**src/rtl/uart_cmd_rx_pkg.sv**
```systemverilog
// Shared constants and state types for the UART command receiver.
// Command codes, ASCII terminators and receiver/parser FSM encodings.
package uart_cmd_rx_pkg;

  localparam logic [1:0] DC_PROCEED    = 2'b00;
  localparam logic [1:0] DC_TURN_LEFT  = 2'b01;
  localparam logic [1:0] DC_TURN_RIGHT = 2'b10;
  localparam logic [1:0] DC_STOP       = 2'b11;

  localparam logic FORWARDS = 1'b1;
  localparam logic REVERSE  = 1'b0;

  localparam logic [7:0] ASCII_CR = 8'd13;
  localparam logic [7:0] ASCII_LF = 8'd10;

  localparam logic [7:0] CH_P = 8'h50;
  localparam logic [7:0] CH_L = 8'h4C;
  localparam logic [7:0] CH_R = 8'h52;
  localparam logic [7:0] CH_S = 8'h53;
  localparam logic [7:0] CH_F = 8'h46;
  localparam logic [7:0] CH_B = 8'h42;

  typedef enum logic [1:0] {
    RX_IDLE,
    RX_START,
    RX_DATA,
    RX_STOP
  } rx_state_t;

  typedef enum logic [1:0] {
    P_WAIT,
    P_TERM,
    P_DISCARD
  } p_state_t;

endpackage

```
**src/rtl/uart_cmd_rx_byte.sv**
```systemverilog
// 8N1 byte receiver: 2-flop synchronizer, bit-period counter and receiver FSM.
// Emits rxByte/rxValid on a good stop bit, frameErr on a low stop bit.
module uart_rx_byte
  import uart_cmd_rx_pkg::*;
#(
  parameter int unsigned CLKS_PER_BIT = 5208,
  parameter int unsigned CNT_W        = 13
) (
  input  logic       clk,
  input  logic       rst,
  input  logic       rxData,
  output logic [7:0] rxByte,
  output logic       rxValid,
  output logic       frameErr
);

  localparam logic [CNT_W-1:0] HALF = CNT_W'(CLKS_PER_BIT / 2);
  localparam logic [CNT_W-1:0] LAST = CNT_W'(CLKS_PER_BIT - 1);

  logic             sync1;
  logic             rx_s;
  rx_state_t        state;
  rx_state_t        state_next;
  logic [CNT_W-1:0] cnt;
  logic [2:0]       bit_idx;
  logic [7:0]       shift;
  logic             cnt_clr;
  logic             take_bit;
  logic             stop_ok;
  logic             stop_bad;

  // Counter is cleared at the start midpoint so every later sample lands mid-bit.
  always_comb begin
    state_next = state;
    cnt_clr    = 1'b0;
    take_bit   = 1'b0;
    stop_ok    = 1'b0;
    stop_bad   = 1'b0;
    unique case (state)
      RX_IDLE: begin
        if (!rx_s) begin
          cnt_clr    = 1'b1;
          state_next = RX_START;
        end
      end
      RX_START: begin
        if (cnt == HALF) begin
          cnt_clr    = 1'b1;
          state_next = rx_s ? RX_IDLE : RX_DATA;
        end
      end
      RX_DATA: begin
        if (cnt == LAST) begin
          cnt_clr  = 1'b1;
          take_bit = 1'b1;
          if (bit_idx == 3'd7) state_next = RX_STOP;
        end
      end
      RX_STOP: begin
        if (cnt == LAST) begin
          state_next = RX_IDLE;
          stop_ok    = rx_s;
          stop_bad   = !rx_s;
        end
      end
      default: state_next = RX_IDLE;
    endcase
  end

  always_ff @(posedge clk) begin
    if (rst) begin
      sync1    <= 1'b1;
      rx_s     <= 1'b1;
      state    <= RX_IDLE;
      cnt      <= '0;
      bit_idx  <= '0;
      shift    <= '0;
      rxByte   <= '0;
      rxValid  <= 1'b0;
      frameErr <= 1'b0;
    end else begin
      sync1    <= rxData;
      rx_s     <= sync1;
      state    <= state_next;
      cnt      <= cnt_clr ? '0 : cnt + CNT_W'(1);
      rxValid  <= stop_ok;
      frameErr <= stop_bad;
      if (state == RX_IDLE) bit_idx <= '0;
      if (take_bit) begin
        shift   <= {rx_s, shift[7:1]};
        bit_idx <= bit_idx + 3'd1;
      end
      if (stop_ok) rxByte <= shift;
    end
  end

endmodule

```
**src/rtl/uart_cmd_rx.sv**
```systemverilog
// UART command receiver: parses single-letter commands terminated by CR.
// Optional echo port to the TX buffer enabled by defining UART_RX_ECHO_EN.
module uart_cmd_rx
  import uart_cmd_rx_pkg::*;
#(
  parameter int unsigned CLKS_PER_BIT = 5208,
  parameter int unsigned CNT_W        = 13
) (
  input  logic       clk,
  input  logic       rst,
  input  logic       rxData,
  output logic [7:0] rxByte,
  output logic       rxValid,
  output logic       frameErr,
  output logic [1:0] dirCmd,
  output logic       dirValid,
  output logic       driveCmd,
  output logic       driveValid,
  output logic       cmdErr
`ifdef UART_RX_ECHO_EN
  ,
  output logic [7:0] echoDin,
  output logic       echoWrEn
`endif
);

  p_state_t   p_state;
  p_state_t   p_next;
  logic [7:0] cmd;
  logic [7:0] cmd_next;
  logic       commit;

  uart_rx_byte #(
    .CLKS_PER_BIT(CLKS_PER_BIT),
    .CNT_W       (CNT_W)
  ) u_rx (
    .clk     (clk),
    .rst     (rst),
    .rxData  (rxData),
    .rxByte  (rxByte),
    .rxValid (rxValid),
    .frameErr(frameErr)
  );

  // cmdErr is combinational so a framing error reports in the same cycle.
  always_comb begin
    p_next   = p_state;
    cmd_next = cmd;
    cmdErr   = 1'b0;
    commit   = 1'b0;
    if (frameErr) begin
      if (p_state != P_DISCARD) cmdErr = 1'b1;
      p_next = P_DISCARD;
    end else if (rxValid) begin
      unique case (p_state)
        P_WAIT: begin
          case (rxByte)
            CH_P, CH_L, CH_R, CH_S, CH_F, CH_B: begin
              cmd_next = rxByte;
              p_next   = P_TERM;
            end
            ASCII_CR, ASCII_LF: p_next = P_WAIT;
            default: begin
              cmdErr = 1'b1;
              p_next = P_DISCARD;
            end
          endcase
        end
        P_TERM: begin
          if (rxByte == ASCII_CR) begin
            commit = 1'b1;
            p_next = P_WAIT;
          end else begin
            cmdErr = 1'b1;
            p_next = P_DISCARD;
          end
        end
        P_DISCARD: begin
          if (rxByte == ASCII_CR) p_next = P_WAIT;
        end
        default: p_next = P_WAIT;
      endcase
    end
  end

  always_ff @(posedge clk) begin
    if (rst) begin
      p_state    <= P_WAIT;
      cmd        <= '0;
      dirCmd     <= DC_STOP;
      dirValid   <= 1'b0;
      driveCmd   <= FORWARDS;
      driveValid <= 1'b0;
    end else begin
      p_state    <= p_next;
      cmd        <= cmd_next;
      dirValid   <= 1'b0;
      driveValid <= 1'b0;
      if (commit) begin
        case (cmd)
          CH_P: begin dirCmd <= DC_PROCEED;    dirValid <= 1'b1; end
          CH_L: begin dirCmd <= DC_TURN_LEFT;  dirValid <= 1'b1; end
          CH_R: begin dirCmd <= DC_TURN_RIGHT; dirValid <= 1'b1; end
          CH_S: begin dirCmd <= DC_STOP;       dirValid <= 1'b1; end
          CH_F: begin driveCmd <= FORWARDS;    driveValid <= 1'b1; end
          CH_B: begin driveCmd <= REVERSE;     driveValid <= 1'b1; end
          default: ;
        endcase
      end
    end
  end

`ifdef UART_RX_ECHO_EN
  assign echoDin  = rxByte;
  assign echoWrEn = rxValid;
`endif

endmodule

```
**config.mk**
```make
export PLATFORM = sky130hd
export DESIGN_NAME = uart_cmd_rx
export DESIGN_NICKNAME = d
export VERILOG_FILES = /design/src/rtl/uart_cmd_rx_pkg.sv /design/src/rtl/uart_cmd_rx_byte.sv /design/src/rtl/uart_cmd_rx.sv
export SDC_FILE = /design/constraint.sdc
export NUM_CORES = 1
export LEC_CHECK = 0
export ABC_AREA = 1
export ABC_CLOCK_PERIOD_IN_PS = 2000
export CAP_MARGIN = 5
export CORE_ASPECT_RATIO = 0.6
export CORE_MARGIN = 1
export CORE_UTILIZATION = 50
export DETAILED_ROUTE_END_ITERATION = 6
export GPL_TIMING_DRIVEN = 0
export PLACE_DENSITY = 0.72
export SYNTH_ARGS = -nofsm -noshare
export SYNTH_HDL_FRONTEND = slang
export SYNTH_HIERARCHICAL = 1
export SYNTH_SLANG_ARGS = --single-unit
```
**constraint.sdc**
```tcl
create_clock -name clk -period 2 [get_ports clk]
set_input_delay 0.4 -clock clk [delete_from_list [all_inputs] [get_ports clk]]
set_output_delay 0.4 -clock clk [all_outputs]
set_load 0.1 [all_outputs]
```
==> run summary <==
The clock skew after layout is 0.00400 ns. The cell count of the worst hold path is 1. Entering global routing, the biggest net connects 17 pins. Clock-pin slew was measured on the worst setup and hold paths at 0.09 ns. In this run, post-CTS hold repair placed 0 buffers.

The post-detailed-routing wire length is 5.31 mm. By startpoint and endpoint, the worst setup path is classified as reg -> out. The worst IR drop on VDD came out at 0.000440 V.

The actual transition at the worst max-transition pin came out at 0.957 ns. The worst-case setup margin in the final layout is 0.0121 ns. The die is 57.6 µm tall. The share of the synthesized area in the top cell type came out at 41.1%.

The effective utilization at floorplan came out at 54.3%. The via count of the first global-routing pass came out at 1884. TritonCTS built the clock tree. The cell area that synthesis handed to floorplanning was 2580 µm². The horizontal extent of the die came out at 94.7 µm.

The signal on the critical path passes through nor2_4, nand2_1, nor2_1, nor2_1, nand3_2, nand2_2, nand3_2, o21ai_4, buf_12. The utilization of the core after routing is 64.3%. The number of antenna violations at the first check in global routing is 0. Counting along the longest clock path gives a buffer depth of 2. During synthesis, Yosys emitted a total of 6 warnings.

The leading cell type by number of instances after synthesis is nor2_1. The detailed placer's ending HPWL is 3.93 mm. The reg-to-reg critical path startpoint is u_rx/cnt[0]$_SDFF_PP0_.

The number of detailed-routing iterations run before antenna repair came out at 4. The power share of the clock group came out at 43.0%. The flop-to-flop setup slack came out at 0.28 ns. The count of input and output buffers came out at 18. Summed over all layers, the global routing overflow is 0.

The min-delay analysis places its worst path in the category reg -> reg. The commonest cells after synthesis are nor2_1, dfxtp_1, nand2_1. The fraction of layout cells with a size suffix above 1 is 20.7%.

The cell type contributing the most total cell area after synthesis is dfxtp_1. Once detail routing completed, the nets flagged for antenna violations numbered 0. The setup slack after placement is -0.616 ns.

The combinational share of power is 3.5%. Setup violations remaining at the end of the flow were counted as 0. The power density of the placed cells is 651 nW/µm². The gate count of the mapped netlist is 349. Yosys mapped a number of flops with a built-in enable equal to 0.

At the worst endpoint, the required time is 1.60 ns. The cell internal power dissipation is 0.00158 W. In this run switching power makes up 20.7% of total power. The library cell used as clock root buffer is clkbuf_8.

The depth of the most critical reg-to-reg path came out at 9. Setup repair after global routing could not meet its margin everywhere. The number of flip-flops and latches in the synthesized netlist came out at 53. The longest individual stage delay on the worst path is 0.37 ns. The clock latency reported for the late side of the worst-skew pair is 0.31 ns. The total die area is 5460 µm². CTS saw 53 sinks.

The core area came out at 4750 µm². The worst pin sits at a relative slew slack of 36.5%. The post-synthesis async set-or-reset flop share is 0%. In the routed layout, each cell is associated on average with a via count of 5.02.

The routed length per instance came out at 12.1 µm. The wire length of the first global-routing pass came out at 8.80 mm. The final weighted congestion in routability-driven placement came out at 0.827. The final layout contains 383 nets.

In this run the critical register-to-register path is captured at u_rx/cnt[0]$_SDFF_PP0_. The maximum clock frequency came out at 503 MHz. The placement row count came out at 19. The H-tree generated during clock tree synthesis spans 2 levels.

STA classifies the critical path startpoint as a flip-flop. The number of buffers inserted during clock tree synthesis is 5. The area growth from synthesis to layout came out at 18.5%. The detailed-route DRC error count came out at 0. Counting I/O delays and the setup requirement, the final critical path takes 1.99 ns. For this design the total switching power over the nets is 0.000411 W. The worst hold path terminates at u_rx/rx_s$_SDFF_PP1_. In the synthesized netlist the dominant register cell turns out to be dfxtp_1. The antenna diode count is 0. For this run, the total global-route usage over all layers was measured as 21.1%.

The total number of vias came out at 2208. The number of nets handed over by synthesis was 356. In this run the worst path has a maximum fanout of 4. The standard cell with the maximum stage delay on the critical path is dfxtp_4. For this design the top-level I/O count stands at 19.

In this run, the number of DRC markers left after iteration 0 of detailed routing was 138. In this run the static leakage power is 1.27 nW. The number of max-slew violations in the final report came out at 0. Data arrives at the worst endpoint at 1.59 ns.

The sequential power share is 53.6%. In this run the most critical hold path is launched from u_rx/sync1$_SDFF_PP1_. In the post-synthesis netlist, the biggest area contributors are dfxtp_1, nor2_1, nand2_1.

After synthesis, the netlist uses 32 different library cells. Fill cells in the final layout number 419. The run finished with clean final reports. Across the run, the number of max-cap violations was 0. The hold violation total from the final report is 0. STA classifies the critical path endpoint as an output port. The average instance area after synthesis is 7.39 µm².

The final cycle utilization of the critical path came out at 99.4%. The sequential element share of the synthesized area came out at 41.1%.
==> how the worst max path moves through the flow <==
stage                                            from  endpoint  slack [ns]  cells after the start
after global placement    u_rx/rxByte[0]$_SDFFE_PP0P_    cmdErr       -0.61                      9
after CTS                 u_rx/rxByte[4]$_SDFFE_PP0P_    cmdErr       -0.06                      9
after detailed placement  u_rx/rxByte[0]$_SDFFE_PP0P_    cmdErr       -0.62                      9
final                     u_rx/rxByte[5]$_SDFFE_PP0P_    cmdErr        0.01                      9
after floorplan           u_rx/rxByte[1]$_SDFFE_PP0P_    cmdErr        0.06                      8
after global routing      u_rx/rxByte[5]$_SDFFE_PP0P_    cmdErr       -0.11                      9
==> sequential cells by signal (all words and copies together) (netlist names), 2 cells and up, named ones only <==
name,flops
u_rx/shift,8
dirCmd,2
u_rx/rxByte,8
cmd,8
p_state,2
u_rx/bit_idx,3
u_rx/cnt,13
==> logic make-up (layout without fill, tap and decap cells) <==
| group | Yosys count | after routing | share of synthesized area, % |
|---|---|---|---|
| simple gates | 186 | 186 | 35.9 |
| buf+inv | 54 | 82 | 8.92 |
| flops | 53 | 53 | 41.1 |
| compound gates | 42 | 42 | 8.68 |
| xor+xnor | 10 | 10 | 3.39 |
| fa+ha+maj | 4 | 4 | 1.94 |
==> worst max-delay path: cells and delay by family, from the launching register on <==
family | cells | cell delay [ns]
DFF | 1 | 0.37
and+or+nand+nor | 7 | 0.68
buffers and inverters | 1 | 0.17
AOI/OAI and AO/OA | 1 | 0.06
==> stage by stage <==
step	total power, W	instances	hold slack [ns]	cell area [µm²]	TNS, ns
global placement	0.00116	430	0.394	2860	-0.638
global route	0.00206	440	0.440	3060	-0.120
detailed placement	0.00117	430	0.398	2860	-0.663
finish	0.00199	440	0.421	3060	0
CTS	0.00202	438	0.424	2990	-0.0618
floorplan	0.00114	349	0.389	2600	0
==> layer usage <==
layer	global-route usage, %	part of all wire, %
met5	0	0
met2	27.4	39
met1	33.3	55
met3	4.72	5.0
met4	7.79	1.0
==> cells in the final DEF, fill, tap and decap left out, drive strengths merged, types with 2 or more instances in the layout <==
| cell type | n |
|---|---|
| clkbuf | 9 |
| clkdlybuf4s15 | 3 |
| clkinv | 2 |
| o21ai | 27 |
| nand2 | 53 |
| xor2 | 9 |
| nor2 | 80 |
| nand3b | 3 |
| buf | 6 |
| bufinv | 2 |
| ha | 4 |
| dlygate4sd2 | 11 |
| nand3 | 19 |
| nand4 | 9 |
| dfxtp | 53 |
| a21oi | 14 |
| or2 | 3 |
| inv | 47 |
| nor3 | 18 |
| clkdlybuf4s50 | 2 |
==> power by group through the flow <==
stage	sequential (W)	combinational [W]	clock, W
after global placement	0.00110	0.0000650	0
after global routing	0.00107	0.0000778	0.000913
final	0.00107	0.0000689	0.000854
after detailed placement	0.00110	0.0000683	0
after CTS	0.00107	0.0000689	0.000880
after floorplan	0.00110	0.0000483	0
==> timing repair <==
item	CTS	global route
setup buffers	0	2
resized for setup	25	20
cloned	0	0
pin swaps	0	3
setup endpoints to repair	16	7
==> layout make-up <==
class | count | area [µm²] | share of cell area (%)
timing repair buffer | 20 | 186 | 6.10
multi-input combinational | 242 | 1340 | 43.8
buffer | 6 | 45.0 | 1.47
tap | 63 | 78.8 | 2.58
clock buffer | 5 | 68.8 | 2.25
sequential | 53 | 1090 | 35.6
inverter | 48 | 185 | 6.06
clock inverter | 3 | 65.1 | 2.13
No activity file was read; power rests on OpenSTA's default activity.
